--- config.mk ---
export PLATFORM = sky130hd
export DESIGN_NAME = hv_shot_sequencer_flat
export DESIGN_NICKNAME = d
export VERILOG_FILES = /design/src/rtl/hv_shot_sequencer_pkg.sv /design/src/rtl/hv_shot_sequencer_if.sv /design/src/rtl/hv_shot_sequencer_sec_tick.sv /design/src/rtl/hv_shot_sequencer.sv /design/src/flat_wrapper.sv
export SDC_FILE = /design/constraint.sdc
export NUM_CORES = 1
export LEC_CHECK = 0
export ABC_CLOCK_PERIOD_IN_PS = 7200
export CORE_MARGIN = 2
export CORE_UTILIZATION = 40
export DETAILED_ROUTE_END_ITERATION = 8
export PLACE_DENSITY = 0.65
export RECOVER_POWER = 25
export SETUP_SLACK_MARGIN = 0.5
export SLEW_MARGIN = 20
export SYNTH_ARGS = -nofsm -noshare
export SYNTH_HDL_FRONTEND = slang
export SYNTH_HIERARCHICAL = 1
export SYNTH_SLANG_ARGS = --single-unit
--- constraint.sdc ---
create_clock -name clk_hvsq -period 7.2 [get_ports clk_hvsq]
set_input_delay 1.44 -clock clk_hvsq [delete_from_list [all_inputs] [get_ports clk_hvsq]]
set_output_delay 1.44 -clock clk_hvsq [all_outputs]
set_load 0.01 [all_outputs]
--- src/rtl/hv_shot_sequencer_pkg.sv ---
// Shared definitions for the HV shot sequencer: state encoding and default tick rate.
// The host status readout decodes the same 3-bit state values.
package hvsq_pkg;

    typedef enum logic [2:0] {
        ST_IDLE   = 3'd0,
        ST_CHARGE = 3'd1,
        ST_HOLD   = 3'd2,
        ST_FIRE   = 3'd3,
        ST_COOL   = 3'd4,
        ST_FAULT  = 3'd5
    } hvsq_state_e;

    localparam int HVSQ_CLK_HZ_DEFAULT = 100_000_000;

endpackage

--- src/rtl/hv_shot_sequencer_if.sv ---
// Host/supply-side signal bundle of the HV shot sequencer.
// master = host and supply side, slave = the sequencer itself.
interface hv_shot_sequencer_if #(
    parameter int CNT_W = 16
);
    logic             hvsq_start;
    logic             hvsq_abort;
    logic             hv_ready;
    logic [7:0]       hold_s;
    logic [7:0]       cool_s;
    logic             hv_en;
    logic             fire;
    logic             busy;
    logic             fault;
    logic [CNT_W-1:0] shot_cnt;
    logic [2:0]       state;

    modport master (
        output hvsq_start, hvsq_abort, hv_ready, hold_s, cool_s,
        input  hv_en, fire, busy, fault, shot_cnt, state
    );

    modport slave (
        input  hvsq_start, hvsq_abort, hv_ready, hold_s, cool_s,
        output hv_en, fire, busy, fault, shot_cnt, state
    );
endinterface

--- src/rtl/hv_shot_sequencer_sec_tick.sv ---
// One-second tick generator: prescaler restarts on clr so the first tick
// lands exactly CLK_HZ cycles after the sequencer enters a state.
module hvsq_sec_tick
    import hvsq_pkg::*;
#(
    parameter int CLK_HZ = HVSQ_CLK_HZ_DEFAULT
) (
    input  logic clk_hvsq,
    input  logic rst_hvsq,
    input  logic clr,
    output logic tick
);
    localparam int PW = (CLK_HZ > 1) ? $clog2(CLK_HZ) : 1;
    localparam logic [PW-1:0] PRESC_LAST = PW'(CLK_HZ - 1);

    logic [PW-1:0] presc;

    always_ff @(posedge clk_hvsq or posedge rst_hvsq) begin
        if (rst_hvsq) begin
            presc <= '0;
        end else if (clr || presc == PRESC_LAST) begin
            presc <= '0;
        end else begin
            presc <= presc + 1'b1;
        end
    end

    // Decoded from the register only, so clr (derived from next state) cannot loop back.
    assign tick = (presc == PRESC_LAST);

endmodule

--- src/rtl/hv_shot_sequencer.sv ---
// Supervised HV shot sequencer: charge, hold, fire, cooldown, with ready
// timeout, abort and a wrapping completed-shot counter.
module hv_shot_sequencer
    import hvsq_pkg::*;
#(
    parameter int CLK_HZ     = HVSQ_CLK_HZ_DEFAULT,
    parameter int FIRE_CYC   = 100,
    parameter int READY_TO_S = 5,
    parameter int CNT_W      = 16
) (
    input  logic               clk_hvsq,
    input  logic               rst_hvsq,
    hv_shot_sequencer_if.slave bus
);
    localparam int FW = (FIRE_CYC > 1) ? $clog2(FIRE_CYC) : 1;
    localparam logic [FW-1:0] FIRE_LAST = FW'(FIRE_CYC - 1);
    localparam logic [7:0]    READY_TO  = 8'(READY_TO_S);

    hvsq_state_e      state_q;
    hvsq_state_e      state_d;
    logic             ready_meta;
    logic             ready_sync;
    logic             sec_tick;
    logic             state_chg;
    logic [7:0]       sec_cnt;
    logic [7:0]       sec_cur;
    logic [7:0]       hold_cfg;
    logic [7:0]       cool_cfg;
    logic [FW-1:0]    fire_cnt;
    logic [CNT_W-1:0] shot_cnt_q;
    logic             hv_en_q;
    logic             fire_q;
    logic             busy_q;
    logic             fault_q;

    assign state_chg = (state_d != state_q);
    // Seconds including a tick firing this cycle, so an N-second wait ends after exactly N*CLK_HZ cycles.
    assign sec_cur   = sec_cnt + {7'd0, sec_tick};

    hvsq_sec_tick #(
        .CLK_HZ (CLK_HZ)
    ) u_sec_tick (
        .clk_hvsq (clk_hvsq),
        .rst_hvsq (rst_hvsq),
        .clr      (state_chg),
        .tick     (sec_tick)
    );

    always_ff @(posedge clk_hvsq or posedge rst_hvsq) begin
        if (rst_hvsq) begin
            ready_meta <= 1'b0;
            ready_sync <= 1'b0;
        end else begin
            ready_meta <= bus.hv_ready;
            ready_sync <= ready_meta;
        end
    end

    always_comb begin
        state_d = state_q;
        if (state_q != ST_IDLE && bus.hvsq_abort) begin
            state_d = ST_IDLE;
        end else begin
            case (state_q)
                ST_IDLE: begin
                    if (bus.hvsq_start) state_d = ST_CHARGE;
                end
                ST_CHARGE: begin
                    if (ready_sync)              state_d = ST_HOLD;
                    else if (sec_cur == READY_TO) state_d = ST_FAULT;
                end
                ST_HOLD: begin
                    if (!ready_sync)              state_d = ST_FAULT;
                    else if (sec_cur == hold_cfg) state_d = ST_FIRE;
                end
                ST_FIRE: begin
                    if (fire_cnt == FIRE_LAST) state_d = ST_COOL;
                end
                ST_COOL: begin
                    if (sec_cur == cool_cfg) state_d = ST_IDLE;
                end
                ST_FAULT: begin
                    state_d = ST_FAULT;
                end
                default: begin
                    state_d = ST_IDLE;
                end
            endcase
        end
    end

    always_ff @(posedge clk_hvsq or posedge rst_hvsq) begin
        if (rst_hvsq) begin
            state_q    <= ST_IDLE;
            sec_cnt    <= '0;
            fire_cnt   <= '0;
            hold_cfg   <= '0;
            cool_cfg   <= '0;
            shot_cnt_q <= '0;
        end else begin
            state_q <= state_d;

            if (state_chg)     sec_cnt <= '0;
            else if (sec_tick) sec_cnt <= sec_cnt + 8'd1;

            if (state_chg)                fire_cnt <= '0;
            else if (state_q == ST_FIRE)  fire_cnt <= fire_cnt + 1'b1;

            // Settings are frozen at launch so the running shot ignores later edits.
            if (state_q == ST_IDLE && state_d == ST_CHARGE) begin
                hold_cfg <= bus.hold_s;
                cool_cfg <= bus.cool_s;
            end

            if (state_q == ST_FIRE && state_d == ST_COOL) shot_cnt_q <= shot_cnt_q + 1'b1;
        end
    end

    always_ff @(posedge clk_hvsq or posedge rst_hvsq) begin
        if (rst_hvsq) begin
            hv_en_q <= 1'b0;
            fire_q  <= 1'b0;
            busy_q  <= 1'b0;
            fault_q <= 1'b0;
        end else begin
            hv_en_q <= (state_d == ST_CHARGE) || (state_d == ST_HOLD) || (state_d == ST_FIRE);
            fire_q  <= (state_d == ST_FIRE);
            busy_q  <= (state_d != ST_IDLE) && (state_d != ST_FAULT);
            fault_q <= (state_d == ST_FAULT);
        end
    end

    assign bus.hv_en    = hv_en_q;
    assign bus.fire     = fire_q;
    assign bus.busy     = busy_q;
    assign bus.fault    = fault_q;
    assign bus.shot_cnt = shot_cnt_q;
    assign bus.state    = state_q;

endmodule

--- src/flat_wrapper.sv ---
// flat-port wrapper written by rule: the top's interface ports become plain ports
module hv_shot_sequencer_flat import hvsq_pkg::*;
#(
    parameter int CLK_HZ     = HVSQ_CLK_HZ_DEFAULT,
    parameter int FIRE_CYC   = 100,
    parameter int READY_TO_S = 5,
    parameter int CNT_W      = 16
)
  (clk_hvsq, rst_hvsq, bus_hvsq_start, bus_hvsq_abort, bus_hv_ready, bus_hold_s, bus_cool_s, bus_hv_en, bus_fire, bus_busy, bus_fault, bus_shot_cnt, bus_state);
  hv_shot_sequencer_if #(.CNT_W(CNT_W)) bus_i ();
  input  logic clk_hvsq;
  input  logic rst_hvsq;
  input wire logic [$bits(bus_i.hvsq_start)-1:0] bus_hvsq_start;
  input wire logic [$bits(bus_i.hvsq_abort)-1:0] bus_hvsq_abort;
  input wire logic [$bits(bus_i.hv_ready)-1:0] bus_hv_ready;
  input wire logic [$bits(bus_i.hold_s)-1:0] bus_hold_s;
  input wire logic [$bits(bus_i.cool_s)-1:0] bus_cool_s;
  output wire logic [$bits(bus_i.hv_en)-1:0] bus_hv_en;
  output wire logic [$bits(bus_i.fire)-1:0] bus_fire;
  output wire logic [$bits(bus_i.busy)-1:0] bus_busy;
  output wire logic [$bits(bus_i.fault)-1:0] bus_fault;
  output wire logic [$bits(bus_i.shot_cnt)-1:0] bus_shot_cnt;
  output wire logic [$bits(bus_i.state)-1:0] bus_state;
  assign bus_i.hvsq_start = bus_hvsq_start;
  assign bus_i.hvsq_abort = bus_hvsq_abort;
  assign bus_i.hv_ready = bus_hv_ready;
  assign bus_i.hold_s = bus_hold_s;
  assign bus_i.cool_s = bus_cool_s;
  assign bus_hv_en = bus_i.hv_en;
  assign bus_fire = bus_i.fire;
  assign bus_busy = bus_i.busy;
  assign bus_fault = bus_i.fault;
  assign bus_shot_cnt = bus_i.shot_cnt;
  assign bus_state = bus_i.state;
  hv_shot_sequencer #(.CLK_HZ(CLK_HZ), .FIRE_CYC(FIRE_CYC), .READY_TO_S(READY_TO_S), .CNT_W(CNT_W)) u_core (.clk_hvsq(clk_hvsq), .rst_hvsq(rst_hvsq), .bus(bus_i));
endmodule
==> impl_results.md, run 1 <==
- Max-Cap Viols: 1
- Final period util: about three quarters
- DP Cell Count: between 600 and 700
- Outcome: finished with violations
- Fin cells: around 650
- RSZ-0062 raised after global routing: false
- NetSw: about 0.54 mW
- Core ar.: between 10000 and 15000 um2
- Violated checks: capacitance limit, slew limit
- Critical Path RT: about 7500 ps
- Layout cells sized above 1: under 10%
- Placer Congestion: about 0.88
- Synth Warn #: 6
- Final Hold Viols: 0
- PD cells: 288.3 nW/um2
- First-pass detailed-route iteration total: 5
- Worst hold-check path type: flop to flop
- Max Fclk: between 0.15 and 0.2 GHz
- Die area: about 12000 um2
- Total power: 1.574 mW
- # rows: 39
- Part of the Yosys area used for sequential elements: between 40% and 50%
- Syn Inst Count: between 400 and 500
- Largest net degree at the start of global routing: 57
- Worst Setup End Kind: flop
- Clk buf depth: 2
- Mapped Area: between 4000 and 5000 um2
- Filler cells: around 1100
- Combinational Power Share: roughly 30%
- Nets: around 530
- Setup bufs post-CTS: 0
- GRT overflow: 0
- Worst hold slack: approximately 360 ps
- Static Leak: roughly 2.3 nW
- Initial antenna violation count: 0
- Die W: ~110 um
- Root buffer cell: clkbuf_16
- First-pass GRT wire length: 17.51 mm
- Max IR drop VDD: ~0.18 mV
- CTS Buf Count: 9
- Fraction of registers with async set/reset: between 90% and 100%
- All-Layer GR Usage: between 15 and 20%
- # diodes: 0
- Post-synth EDFFs: 0
- Vias per cell: 5.494
- Crit Path Category: flop to flop
- Ys flop type: dfrtp_1
- Worst Tran Pin Value: slightly below 3000 ps
- Maximum fanout along the worst path: 16
- Antenna Nets Post-Route: 0
- Top Ports: 44
- DR vias: 3560
- Int Power: about 1.0 mW
- Yosys reg bits: 83
- Critical Path Start Type: flop
- # setup viols final: 0
- Clk_lat worst skew: 350 ps
- Final min period: 5498 ps
- Routed WL per cell: roughly 15 um
- TritonCTS Sinks: 83
- Drt drc: 0
- Post-synth top area share: between 40% and 50%
- Post-route setup TNS: 0 ps
- Syn_nets: ~500
- Clock transition at the registers of the reported paths: about 70 ps
- Fin. max-slew vios: 57
- Hold-fix buffers, CTS: 0
- First-iteration detailed-routing DRC count: around 260
- Worst EP arrival: between 5000 and 6000 ps
- Skew final: roughly 7.7 ps
- Port buffer count: 43
- TritonCTS clock tree: built
- Clock share of power: 30.4%
- Normalized max-slew margin: -98.86%
- Sequential power share: ~40%
- Total Wirelength: approximately 10 mm
- Die span in y: between 100 and 150 um
- CTS H-tree depth: 3
- Leading area contributor after synthesis: dfrtp_1
- Avg Inst Size Synth: 9.977 um2
- Detail Placement HPWL: approximately 7 mm
- Largest cells by area after synthesis: dfrtp_1, xnor2_1, mux2_2, nor2_1, xor2_1
- Post-CTS Resized: 0
- Post-synthesis cell type count: between 60 and 70
- Layout area overhead: 18.20%
- Vias in the first global route: approximately 3700
- Net Sw Frac: between 30 and 40%
- Initial cell density of the core: between 40% and 50%
==> layout by cell type, fill, tap and decap left out, types with 4 or more instances in the layout <==
master and count:
inv_1 21, nand2_1 35, o21ai_0 13, nor3_1 8, xnor2_1 33, dfrtp_1 83, o31ai_1 13, a211oi_1 4
ha_1 6, or4_1 12, clkbuf_16 9, and3_1 9, or3_1 8, clkdlybuf4s50_1 41, nand3_1 17, xor2_1 17
nand2b_1 4, nand4_1 13, a21oi_1 23, mux2_2 15, nor2_1 44, nor4_1 8
==> cell usage after synthesis, drive strengths merged (4+ instances only) <==
| master | n |
|---|---|
| nor4 | 9 |
| mux2 | 15 |
| nor3 | 8 |
| nand2b | 4 |
| nand3 | 18 |
| nand2 | 35 |
| o21ai | 13 |
| xnor2 | 33 |
| a211oi | 4 |
| nor2 | 45 |
| inv | 23 |
| a21oi | 23 |
| and3 | 9 |
| ha | 6 |
| or3 | 8 |
| buf | 12 |
| xor2 | 17 |
| nand4 | 15 |
| or4 | 13 |
| dfrtp | 83 |
| o31ai | 14 |
| clkbuf | 8 |
==> sequential cells by signal (all words and copies together) (netlist names) <==
name and count:
u_core/u_sec_tick/presc 27, u_core/bus.shot_cnt 16, u_core/cool_cfg 8, u_core/hold_cfg 8
u_core/sec_cnt 8, u_core/fire_cnt 7, u_core/bus.state 3, u_core/bus.busy 1
u_core/bus.fault 1, u_core/bus.fire 1, u_core/bus.hv_en 1, u_core/ready_meta 1
u_core/ready_sync 1
==> logic make-up (layout without fill, tap and decap cells) <==
family / after synthesis / in the layout / synth area share (%)
buffers and inverters: 43 / 85 / 4.225
xor gates and xnor gates: 54 / 54 / 11.46
AOI/OAI and AO/OA: 76 / 76 / 11.48
and+or+nand+nor: 183 / 183 / 21.94
muxes: 18 / 18 / 4.307
adders and majority gates: 6 / 6 / 1.625
DFF: 83 / 83 / 44.96
==> critical path, stage by stage, from the launching register on <==
cell      delay [ps]
dfrtp_1          410
ha_1             280
nand2_1          140
or3_1            400
nor4_1           290
buf_4            190
ha_1             190
ha_1             370
nand2_1          180
or3_1            380
a2111o_1         460
nor4_2           270
nor3_1            80
or4_1            820
nand2b_1         310
inv_1            120
o41ai_4          170
buf_6            200
a21oi_1          140
==> through the flow <==
step	instance area (um2)	worst slack (ps)	utilization, %
after floorplan	4619	2163	-
after global placement	5144	1910	45.44
after detailed placement	5155	1764	45.53
after CTS	5464	1682	48.26
after global routing	5460	1358	48.23
final	5460	1702	48.23
==> power by group through the flow <==
stage | registers (mW) | clock network [mW] | logic [mW]
final | 0.620 | 0.478 | 0.476
after global routing | 0.633 | 0.515 | 0.529
after CTS | 0.620 | 0.491 | 0.483
after detailed placement | 0.628 | 0 | 0.479
after global placement | 0.626 | 0 | 0.452
after floorplan | 0.599 | 0 | 0.381
==> final cells by class <==
type,count,area [um2],area share (%)
clock buffer,9,225.2,4.125
clock inverter,7,83.83,1.535
inverter,23,86.33,1.581
multi-input combinational,337,2356,43.15
sequential,83,2077,38.04
tap,143,178.9,3.277
timing repair buffer,46,452.9,8.295
==> layer usage <==
metal,routed length [um],GRT usage (%)
met1,4768,23.40
met2,4652,26.26
met3,424,4.355
met4,138,6.337
met5,0,0
==> path summary, 6_finish.rpt <==
kind | slack (ps) | start | end | cells past startpoint
worst max-delay path | 1700 | u_core/u_sec_tick/presc[0] | u_core/u_sec_tick/presc[23] | 18
worst min-delay path | 360 | u_core/ready_meta | u_core/ready_sync | 0
worst max register to register | 1700 | u_core/u_sec_tick/presc[0] | u_core/u_sec_tick/presc[23] | 18
worst min register to register | 360 | u_core/ready_meta | u_core/ready_sync | 0
max in group asynchronous | 2820 | rst_hvsq | u_core/cool_cfg[1] | 3
min in group asynchronous | 1820 | rst_hvsq | u_core/u_sec_tick/presc[4] | 2
Note: power is estimated with default switching activity, not from simulation.
==> inputs of run 2 (changes only) <==
--- a/config.mk
+++ b/config.mk
@@ -5,7 +5,7 @@
 export SDC_FILE = /design/constraint.sdc
 export NUM_CORES = 1
 export LEC_CHECK = 0
-export ABC_CLOCK_PERIOD_IN_PS = 7200
+export ABC_CLOCK_PERIOD_IN_PS = 5400
 export CORE_MARGIN = 2
 export CORE_UTILIZATION = 40
 export DETAILED_ROUTE_END_ITERATION = 8
==> constraint.sdc (replaced) <==
create_clock -name clk_hvsq -period 5.4 [get_ports clk_hvsq]
set_input_delay 1.08 -clock clk_hvsq [delete_from_list [all_inputs] [get_ports clk_hvsq]]
set_output_delay 1.08 -clock clk_hvsq [all_outputs]
set_load 0.01 [all_outputs]
==> run 2 against run 1 <==
Critical endpoint is now u_core/u_sec_tick/presc[18]. Clock power is 29% higher. Global-route usage decreased by 0.26 points. Critical path depth decreased by 1. Sequential share of layout area down 0.61 points. Hold slack worse by 5.5 ps. First-iteration DRC count decreased by 42%. Largest power group unchanged. Wire length hardly changed. Highest routed layer unchanged. The run still ends with capacitance limit, slew limit left.
==> impl_results.md, run 2 (same netlist as run 1, synthesis figures left out) <==
- Critical Path Start Type: flop (unchanged)
- Most common cell after layout, fill and taps aside: dfrtp_1 (unchanged)
- Total Wirelength: 9.976 mm (was 9.983 mm)
- Max reg flops: 27 (unchanged)
- # diodes: 0 (unchanged)
- Initial cell density of the core: 40.80% (unchanged)
- Skew final: 6.086 ps (was 7.747 ps)
- CTS Buf Count: 9 (unchanged)
- Top Ports: 44 (unchanged)
- # setup viols final: 0 (unchanged)
- Core ar.: 11320 um2 (unchanged)
- Port buffer count: 43 (unchanged)
- Worst Tran Pin Value: 2951 ps (was 2983 ps)
- Max IR drop VDD: 0.2451 mV (was 0.1803 mV)
- Root buffer cell: clkbuf_16 (unchanged)
- Final period util: 85.33% (was 76.37%)
- Placer Congestion: 0.9089 (was 0.8833)
- Critical Path RT: 5660 ps (was 7460 ps)
- GRT overflow: 0 (unchanged)
- Hold depth: 0 (unchanged)
- Drt drc: 0 (unchanged)
- Cell family with most CP delay: simple AND/OR/NAND/NOR gates (unchanged)
- Hold-fix buffers, CTS: 0 (unchanged)
- Sequential power share: 38.9% (was 39.4%)
- Worst hold slack: 349.8 ps (was 355.2 ps)
- Maximum fanout along the worst path: 15 (was 16)
- TritonCTS clock tree: built (unchanged)
- Layout cells sized above 1: 11.20% (was 9.505%)
- Final Hold Viols: 0 (unchanged)
- Final min period: 4608 ps (was 5498 ps)
- DR vias: 3593 (was 3560)
- RSZ-0062 raised after global routing: false (unchanged)
- Fin. max-slew vios: 57 (unchanged)
- Stages on worst setup path: 17 (was 18)
- Post-placement cell area: 5172 um2 (was 5155 um2)
- Worst path slowest cell: or4_1 (unchanged)
- Largest Register: u_core/u_sec_tick/presc (unchanged)
- TritonCTS Sinks: 83 (unchanged)
- Nets: 532 (was 527)
- Initial antenna violation count: 0 (unchanged)
- Clock share of power: 28.9% (was 30.4%)
- All-Layer GR Usage: 16.80% (was 17.06%)
- Design area: 5553 um2 (was 5460 um2)
- RR Endpoint: u_core/u_sec_tick/presc[18] (was u_core/u_sec_tick/presc[23])
- Met1 WL: 4.522 mm (was 4.768 mm)
- Most frequent cells in the layout: dfrtp_1, nor2_1, clkdlybuf4s50_1, nand2_1, xnor2_1 (unchanged)
- Normalized max-slew margin: -96.71% (was -98.86%)
- # rows: 39 (unchanged)
- Die W: 111.5 um (unchanged)
- CTS H-tree depth: 3 (unchanged)
- Top sig layer: met4 (unchanged)
- Worst EP arrival: 4870 ps (was 5760 ps)
- Largest net degree at the start of global routing: 57 (unchanged)
- Die span in y: 111.5 um (unchanged)
- Die area: 12420 um2 (unchanged)
- R2R setup slack: 790 ps (was 1700 ps)
- Vias per cell: 5.511 (was 5.494)
- Layout area overhead: 20.21% (was 18.20%)
- Critical Path Sink: u_core/u_sec_tick/presc[18] (was u_core/u_sec_tick/presc[23])
- First-iteration detailed-routing DRC count: 150 (was 257)
- Met2 wire len: 4.888 mm (was 4.652 mm)
- Static Leak: 2.295 nW (was 2.251 nW)
- Crit path from: u_core/u_sec_tick/presc[0] (unchanged)
- First-pass GRT wire length: 17.05 mm (was 17.51 mm)
- Antenna Nets Post-Route: 0 (unchanged)
- Routed length on met3: 422 um (was 424 um)
- First-pass detailed-route iteration total: 4 (was 5)
- R2r worst-path depth: 17 (was 18)
- Max-Cap Viols: 1 (unchanged)
- Worst hold-check path type: flop to flop (unchanged)
- Detail Placement HPWL: 6.975 mm (was 6.953 mm)
- Worst Setup End Kind: flop (unchanged)
- NetSw: 0.7044 mW (was 0.5420 mW)
- Clk buf depth: 2 (unchanged)
- Crit path cell chain: ha_4, nand2_1, or3_4, nor4_4, ha_2, ha_4, nand2_1, or3_1, a2111o_1, nor4_2, nor3_1, or4_1, nand2b_4, inv_1, o41ai_4, buf_6, a21oi_1 (was ha_1, nand2_1, or3_1, nor4_1, buf_4, ha_1, ha_1, nand2_1, or3_1, a2111o_1, nor4_2, nor3_1, or4_1, nand2b_1, inv_1, o41ai_4, buf_6, a21oi_1)
- Combinational Power Share: 32.2% (was 30.2%)
- Violated checks: capacitance limit, slew limit (unchanged)
- Int Power: 1.423 mW (was 1.032 mW)
- Fin util: 49.05% (was 48.23%)
- Crit path buffers/inverters: 2 (was 3)
- Max Fclk: 0.2170 GHz (was 0.1819 GHz)
- Post-route setup TNS: 0 ps (unchanged)
- Net Sw Frac: 33.10% (was 34.43%)
- Outcome: finished with violations (unchanged)
- Worst r2r src: u_core/u_sec_tick/presc[0] (unchanged)
- Clock transition at the registers of the reported paths: 60 ps (was 70 ps)
- Crit Path Category: flop to flop (unchanged)
- CP peak stage delay: 570 ps (was 820 ps)
- Routed WL per cell: 15.30 um (was 15.41 um)
- PD cells: 383.2 nW/um2 (was 288.3 nW/um2)
- Clk_lat worst skew: 340 ps (was 350 ps)
- Vias in the first global route: 3550 (was 3659)
run 2: power groups by stage:
| stage | Clock (mW) | Combinational, mW | Sequential (mW) |
|---|---|---|---|
| 4_1_cts | 0.631 | 0.657 | 0.828 |
| 5_1_grt | 0.662 | 0.750 | 0.844 |
| 3_5_place_dp | 0 | 0.651 | 0.838 |
| 3_3_place_gp | 0 | 0.627 | 0.834 |
| 2_1_floorplan | 0 | 0.508 | 0.798 |
| 6_report | 0.616 | 0.684 | 0.828 |
run 2: metal layers:
metal | vias to the layer above | global-route usage [%]
li1 | 1737 | -
met1 | 1780 | 21.95
met2 | 65 | 27.32
met3 | 11 | 3.974
met4 | 0 | 6.337
met5 | - | 0
run 2: area by class of cell:
type	instances	area (um2)
clock buffers	13	260.3
clock inverters	2	35.03
fillers	1072	5768
inverters	23	86.33
multi-input cells	337	2420
flip-flops and latches	83	2078
well taps	143	178.9
repair buffers	51	494.2
run 2: worst min-delay path by stage:
stage | start | endpoint | slack, ps
2_1_floorplan | u_core/ready_meta | u_core/ready_sync | 330
3_3_place_gp | u_core/ready_meta | u_core/ready_sync | 330
3_5_place_dp | u_core/ready_meta | u_core/ready_sync | 340
4_1_cts | u_core/ready_meta | u_core/ready_sync | 350
5_1_grt | u_core/ready_meta | u_core/ready_sync | 370
6_report | u_core/ready_meta | u_core/ready_sync | 350
run 2: worst reg2reg max path, stage by stage (launching register included):
cell      delay (ps)
dfrtp_1          420
ha_4             180
nand2_1          110
or3_4            390
nor4_4           260
ha_2             270
ha_4             200
nand2_1          120
or3_1            380
a2111o_1         460
nor4_2           330
nor3_1            80
or4_1            570
nand2b_4         180
inv_1            100
o41ai_4          150
buf_6            200
a21oi_1          130
run 2: through the flow:
step / power (mW) / setup slack [ps] / std cells
after global routing: 2.256 / 497.5 / 652
after floorplan: 1.306 / 592.0 / 463
after detailed placement: 1.489 / 297.2 / 634
final: 2.128 / 792.4 / 652
after global placement: 1.461 / 534.0 / 633
after CTS: 2.117 / 521.7 / 649
run 2: timing repair:
action / CTS / global route
endpoints found under the hold margin: 0 / 0
pin swaps: 0 / 3
gates resized for setup: 4 / 7
setup buffers: 0 / 2
setup endpoints to repair: 17 / 24
